### src/rtl/button_debounce.sv
// button_debounce: 2-flop sync + debounce FSM per push-button channel.
// Ports: clk, reset_ (async low), button_raw[4:0] in;
//        button_level/press/release/hold[4:0] out, all registered.
module button_debounce #(
    parameter int DEBOUNCE_CYCLES = 50000,
    parameter int HOLD_CYCLES     = 0
) (
    input  logic       clk,
    input  logic       reset_,
    input  logic [4:0] button_raw,
    output logic [4:0] button_level,
    output logic [4:0] button_press,
    output logic [4:0] button_release,
    output logic [4:0] button_hold
);

    localparam int CW = $clog2(DEBOUNCE_CYCLES + 1);
    localparam int HW = (HOLD_CYCLES > 0) ?
                        $clog2(HOLD_CYCLES + 1) : 1;
    localparam logic [CW-1:0] CNT_LAST = CW'(DEBOUNCE_CYCLES - 1);

    typedef enum logic [1:0] {
        IDLE_LOW,
        WAIT_HIGH,
        IDLE_HIGH,
        WAIT_LOW
    } state_t;

    for (genvar i = 0; i < 5; i++) begin : g_ch
        logic          sync1;
        logic          sync2;
        state_t        state;
        logic [CW-1:0] cnt;
        logic          level_q;
        logic          press_q;
        logic          release_q;
        logic          accept_hi;
        logic          accept_lo;

        always_ff @(posedge clk or negedge reset_) begin
            if (!reset_) begin
                sync1 <= 1'b0;
                sync2 <= 1'b0;
            end else begin
                sync1 <= button_raw[i];
                sync2 <= sync1;
            end
        end

        assign accept_hi = (state == WAIT_HIGH) && sync2 &&
                           (cnt == CNT_LAST);
        assign accept_lo = (state == WAIT_LOW) && !sync2 &&
                           (cnt == CNT_LAST);

        always_ff @(posedge clk or negedge reset_) begin
            if (!reset_) begin
                state     <= IDLE_LOW;
                cnt       <= '0;
                level_q   <= 1'b0;
                press_q   <= 1'b0;
                release_q <= 1'b0;
            end else begin
                press_q   <= 1'b0;
                release_q <= 1'b0;
                unique case (state)
                    IDLE_LOW: begin
                        if (sync2) begin
                            state <= WAIT_HIGH;
                            cnt   <= CW'(1);
                        end else begin
                            cnt   <= '0;
                        end
                    end
                    WAIT_HIGH: begin
                        if (!sync2) begin
                            state <= IDLE_LOW;
                            cnt   <= '0;
                        end else if (accept_hi) begin
                            state   <= IDLE_HIGH;
                            cnt     <= '0;
                            level_q <= 1'b1;
                            press_q <= 1'b1;
                        end else begin
                            cnt <= cnt + 1'b1;
                        end
                    end
                    IDLE_HIGH: begin
                        if (!sync2) begin
                            state <= WAIT_LOW;
                            cnt   <= CW'(1);
                        end else begin
                            cnt   <= '0;
                        end
                    end
                    WAIT_LOW: begin
                        if (sync2) begin
                            state <= IDLE_HIGH;
                            cnt   <= '0;
                        end else if (accept_lo) begin
                            state     <= IDLE_LOW;
                            cnt       <= '0;
                            level_q   <= 1'b0;
                            release_q <= 1'b1;
                        end else begin
                            cnt <= cnt + 1'b1;
                        end
                    end
                    default: begin
                        state <= IDLE_LOW;
                        cnt   <= '0;
                    end
                endcase
            end
        end

        assign button_level[i]   = level_q;
        assign button_press[i]   = press_q;
        assign button_release[i] = release_q;

        if (HOLD_CYCLES > 0) begin : g_hold
            localparam logic [HW-1:0] HOLD_LAST = HW'(HOLD_CYCLES - 1);
            localparam logic [HW-1:0] HOLD_SAT  = HW'(HOLD_CYCLES);
            logic [HW-1:0] hcnt;
            logic          hold_q;
            logic          high_side;

            // A bounce back into IDLE_HIGH keeps counting; only an
            // accepted release (state leaves the high side) stops it.
            assign high_side = (state == IDLE_HIGH) ||
                               (state == WAIT_LOW);

            always_ff @(posedge clk or negedge reset_) begin
                if (!reset_) begin
                    hcnt   <= '0;
                    hold_q <= 1'b0;
                end else begin
                    hold_q <= 1'b0;
                    if (accept_hi) begin
                        hcnt <= '0;
                    end else if (high_side) begin
                        if (hcnt == HOLD_LAST) begin
                            hold_q <= 1'b1;
                            hcnt   <= HOLD_SAT;
                        end else if (hcnt < HOLD_LAST) begin
                            hcnt <= hcnt + 1'b1;
                        end
                    end
                end
            end

            assign button_hold[i] = hold_q;
        end else begin : g_nohold
            assign button_hold[i] = 1'b0;
        end
    end

endmodule
### config.mk
export PLATFORM = sky130hd
export DESIGN_NAME = button_debounce
export DESIGN_NICKNAME = d
export VERILOG_FILES = /design/src/rtl/button_debounce.sv
export SDC_FILE = /design/constraint.sdc
export NUM_CORES = 1
export LEC_CHECK = 0
export BUFFER_PORTS_ARGS = -buffer_cell sky130_fd_sc_hd__buf_4
export CORE_AREA = 2 2 139 141
export CTS_CLUSTER_DIAMETER = 80
export DETAILED_ROUTE_END_ITERATION = 16
export DIE_AREA = 0 0 141 143
export SYNTH_ARGS = -nofsm -noshare
export SYNTH_HDL_FRONTEND = slang
export SYNTH_SLANG_ARGS = --single-unit
export TNS_END_PERCENT = 50
### constraint.sdc
create_clock -name clk -period 3.6 [get_ports clk]
set_input_delay 0.18 -clock clk [delete_from_list [all_inputs] [get_ports clk]]
set_output_delay 0.18 -clock clk [all_outputs]
set_load 0.05 [all_outputs]
# Yosys cells after proc, flatten, opt, wreduce, memory -nomap -nowiden
# Cells that the tools add are included.
# Widths: inputs -> output; s select.
classes:
  addsub: 5
  n_eq_ne: 60
  n_mux: 125
  reduce_logical: 45
op_table:
  columns: ["op", "n"]
  rows:
  - ["$mux 16", 20]
  - ["$pmux 16 s4", 5]
  - ["$add 16x1->16 const B", 5]
  - ["$eq 16x16->1 const B", 5]
  - ["$mux 1", 60]
  - ["$mux 2", 30]
  - ["$ne 2x2->1 const B", 30]
  - ["$pmux 2 s4", 5]
  - ["$ne 3x3->1 const B", 10]
  - ["$reduce_and 5->1", 5]
  - ["$eq 2x2->1 const B", 10]
  - ["$logic_and 1x1->1", 20]
  - ["$reduce_and 4->1", 5]
  - ["$eq 2x1->1 const B", 5]
  - ["$logic_not 2->1", 5]
  - ["$pmux 1 s2", 5]
  - ["$reduce_bool 2->1", 5]
  - ["$logic_not 1->1", 5]
word_totals:
  register_bits: 115
  word_cells: 270
  output_inout_bits: 20

# Logic depth before layout (Yosys ltp)
logic_depth:
  depth_word: 6
  mapped_depth: 7
  depth_no_buf: 5

# Worst setup path before layout
# No wires, ideal clock.
synth_timing:
  path_kind: "reg-to-reg"
  start: "reg g_ch[3].cnt[10]"
  end: "reg g_ch[3].cnt[10]"
  period_less_slack_ns: 1.793
  setup_time_ns: 0.119
  stages_incl_launch_ff: 7
  arrival_ns: 1.674
  path_slack_ns: 1.807
  required_ns: 3.481
  cell_sequence: "dfrtp_1 > or4b_4 > nor4_4 > or2_1 > buf_4 > buf_12 > nor2_2"
synth_via:
  elab_chain_cells: 5
  word_cells_on_any_way: 9
  classes_between: "1 x add/sub; 1 x eq/ne; 5 x mux; 2 x reduce/logical"
synth_lines:
  columns: ["element", "line_no", "rtl"]
  rows:
  - ["start, declared", "33", "logic [CW-1:0] cnt;"]
  - ["start signal, assigned", "84", "cnt <= cnt + 1'b1;"]
  - ["start signal, assigned", "105", "cnt <= cnt + 1'b1;"]
  - ["parallel branches: the longest is 4 deep, another holds $add 16x1->16", null, null]
  - ["$pmux 16 s4 *", "65", "unique case (state)"]
# Mark *: on every way between the ends.
# A chain may end at the register's enable or synchronous reset.

# Worst setup path after layout
layout_timing:
  start: "reg g_ch[3].cnt[10]"
  end: "reg g_ch[3].cnt[0]"
layout_via:
  elab_chain_cells: 5
  word_cells_on_any_way: 8
  classes_between: "1 x eq/ne; 5 x mux; 2 x reduce/logical"
layout_lines:
  columns: ["element", "line_no"]
  rows:
  - ["$eq 16x16->1 *", "51, 53"]
  - ["$logic_and 1x1->1 (on tied branches)", "52, 50"]
  - ["$mux 16 (on tied branches)", "99, 78"]
  - ["$mux 16 (on tied branches)", "96, 75"]
  - ["$pmux 16 s4 *", "65"]
# Mark *: on every way between the ends. The rest lies on a longest branch, timed or not.

==> reports/qor.txt <==
Reg2Reg Depth - 4
Synth Flop Type - dfrtp_1
Register share of total power - 43.4%
Combinational power share - 2.9%
RSZ-0062 raised after global routing - no
Met2 usage - 16.1%
TritonCTS clock tree - built
Tightest Pin Transition - 0.704 ns
Proportion of layout cells with a drive suffix above 1 - 12.5%
Gr usage total - 10.4%
Netlist cell types - 51
Critical-path cell list - or4b_4 > nor4_4 > or2_1 > o22ai_1
Peak supply drop - 0.000390 V
DR iter-0 viols - 162
Max Clock Skew - 0.00699 ns
CP max-delay cell - or2_1
Final Hold Fails - 0
Post-DP Area - 0.00576 mm2
Sequential area share after synthesis - 52.3%
DR vias - 3642
Grt total ovfl - 0
CTS buffer count - 17
RePlAce Congestion - 0.744
Startpoint Class - register
EDFF count, synth - 0
Fill cell count - 1847
Postcts setup bufs - 0
Initial Util - 29.6%
Max Cap Viol - 0
Maximum number of pins on one net before global-route repair - 63
Crit-path max FO - 14
Fin crit share - 61.6%
Status - completed
Worst skew pair latency - 0.41 ns
WL per Instance - 11.8 um
Tmin final - 2.22 ns
Yosys warns - 0
Met3 Resource Use GR - 3.42%
Crit path from - g_ch[3].cnt[10]
Met1 usage - 13.7%
CP Capture Type - register
Avg Cell Area, Syn - 10.3 um2
Die span in x - 141 um
DRC errors left - 0
Critical path type - register to register
Hold WC Path Type - register to register
IO Pins - 27
ANT cells - 0
Synth Register Bits - 115
Nets - 568
CP Capture Point - g_ch[3].cnt[0]
Die Footprint - 0.0202 mm2
Hold Path Depth - 0
Post-Route WL - 9.49 mm
Fin. max-slew vios - 0
Pre-Repair DR Iteration Count - 4
Commonest non-fill, non-tap cell in the layout - dfrtp_1
Max-slew headroom - 53.1%
Synth Instances - 536
Top delay family on crit path - simple AND/OR/NAND/NOR gates
Pleak - 2.57 nW
Commonest non-fill, non-tap cells in the layout - dfrtp_1 (115), nor2_1 (79), xnor2_1 (61)
Sw Share - 21.1%
Layout area overhead - 16.2%
Die H - 143 um
Async SR Flop Fraction - 100%
Antenna violations before repair - 0
CTS root buf - clkbuf_16
Reg area - 0.00288 mm2
Worst path bufs/invs - 0
HPWL Detailed - 6.13 mm
Core ar. - 0.0186 mm2
Worst path depth - 4
CTS sink cnt - 115
Maximum root-to-sink buffer count - 2
Arr. time, crit path - 2.48 ns
Finished Cell Area - 0.00639 mm2
Via/cell ratio - 4.54
Clk network pwr share - 53.7%
FP Rows - 50
Endpoints failing setup - 0
Port-buffer cells - 21
Busiest grt layer - met2
Final setup TNS - 0 ns
Internal power - 2.42 mW
Post-CTS sizing - 0
CTS Hold Bufs - 6
Clock slew at reported path FFs - 0.05 ns
Routed Antenna Nets - 0
WP data required - 3.86 ns
Synthesized area - 0.00550 mm2
FMAX - 451 MHz
Reg2Reg Setup Slack - 1.38 ns
Worst reg2reg path startpoint - g_ch[3].cnt[10]
Switch Pwr - 647 uW
Pwr dens - 479 mW/mm2
Max incr delay on CP - 0.61 ns
Reg2reg end - g_ch[3].cnt[0]
Vias in the first global route - 3538
Multi-input logic area - 0.00229 mm2
H-tree depth - 4
First-pass GRT wire length - 16.9 mm
[synthesized netlist by cell type, types with 4 or more instances]
cell	count	area (um2)
dfrtp_1	115	2880
nor2_1	79	297
xnor2_1	61	534
nand3_1	32	160
inv_1	31	116
nor3_1	27	135
buf_4	23	173
nand4_1	22	138
nand2_1	21	78.8
nor4_1	18	113
xor2_1	12	105
nor2_2	10	62.6
and2_1	6	37.5
a31oi_1	5	31.3
ha_1	5	62.6
o21ai_0	5	25.0
a21o_1	4	30.0
and3_1	4	25.0
[worst min path at each step]
stage	startpoint	end
CTS	g_ch[2].sync1	g_ch[2].sync2
global route	g_ch[2].sync1	g_ch[2].sync2
floorplan	reset_	asynchronous set/reset pin
finish	g_ch[2].sync1	g_ch[2].sync2
detailed placement	reset_	g_ch[1].cnt[11]
global placement	reset_	g_ch[1].cnt[11]
[routing by layer]
layer,routed length [um],vias up
li1,-,1854
met2,4310,35
met1,4870,1745
met3,228,8
met4,89,0
met5,0,-
[final cells by class]
cell class / instances / area share [%]
flip-flops and latches: 115 / 45.0
multi-input cells: 363 / 35.9
clock buffers: 21 / 6.89
well taps: 234 / 4.58
repair buffers: 28 / 3.72
clock inverters: 11 / 2.13
inverters: 31 / 1.82
[flip-flops by register name (all words and copies together), names as in the netlist, named ones only]
name,count
g_ch.cnt,80
g_ch.level_q,5
g_ch.press_q,5
g_ch.release_q,5
g_ch.state,5
g_ch.sync1,5
g_ch.sync2,5
[cells by family (layout without fill, tap and decap cells)]
family                     after synthesis  count (layout)  synth area share [%]
other                                    1               5                0.0681
AOI/OAI and AO/OA                       27              27                  3.25
adders and majority gates                5               5                  1.14
and+or+nand+nor                        250             250                  24.8
DFF                                    115             115                  52.3
muxes                                    3               3                 0.568
xor gates and xnor gates                73              73                  11.6
buffers and inverters                   62              91                  6.30
[power groups by stage]
stage	clock (mW)	sequential, mW	combinational, mW
final	1.64	1.33	0.0897
after global routing	1.73	1.33	0.105
after CTS	1.69	1.33	0.0938
after detailed placement	0	1.35	0.0879
after global placement	0	1.35	0.0878
after floorplan	0	1.35	0.0572
[stage by stage]
| stage | utilization [%] | worst slack, ns | hold WS [ns] | std cells | total power, mW |
|---|---|---|---|---|---|
| 2_1_floorplan | - | 1.81 | -0.116 | 540 | 1.40 |
| 3_3_place_gp | 31.0 | 1.41 | 0.272 | 765 | 1.44 |
| 3_5_place_dp | 31.0 | 1.38 | 0.277 | 765 | 1.44 |
| 4_1_cts | 34.4 | 1.38 | 0.350 | 803 | 3.11 |
| 5_1_grt | 34.4 | 1.23 | 0.351 | 803 | 3.17 |
| 6_report | 34.4 | 1.38 | 0.347 | 803 | 3.06 |
Note: power is estimated with default switching activity, not from simulation.
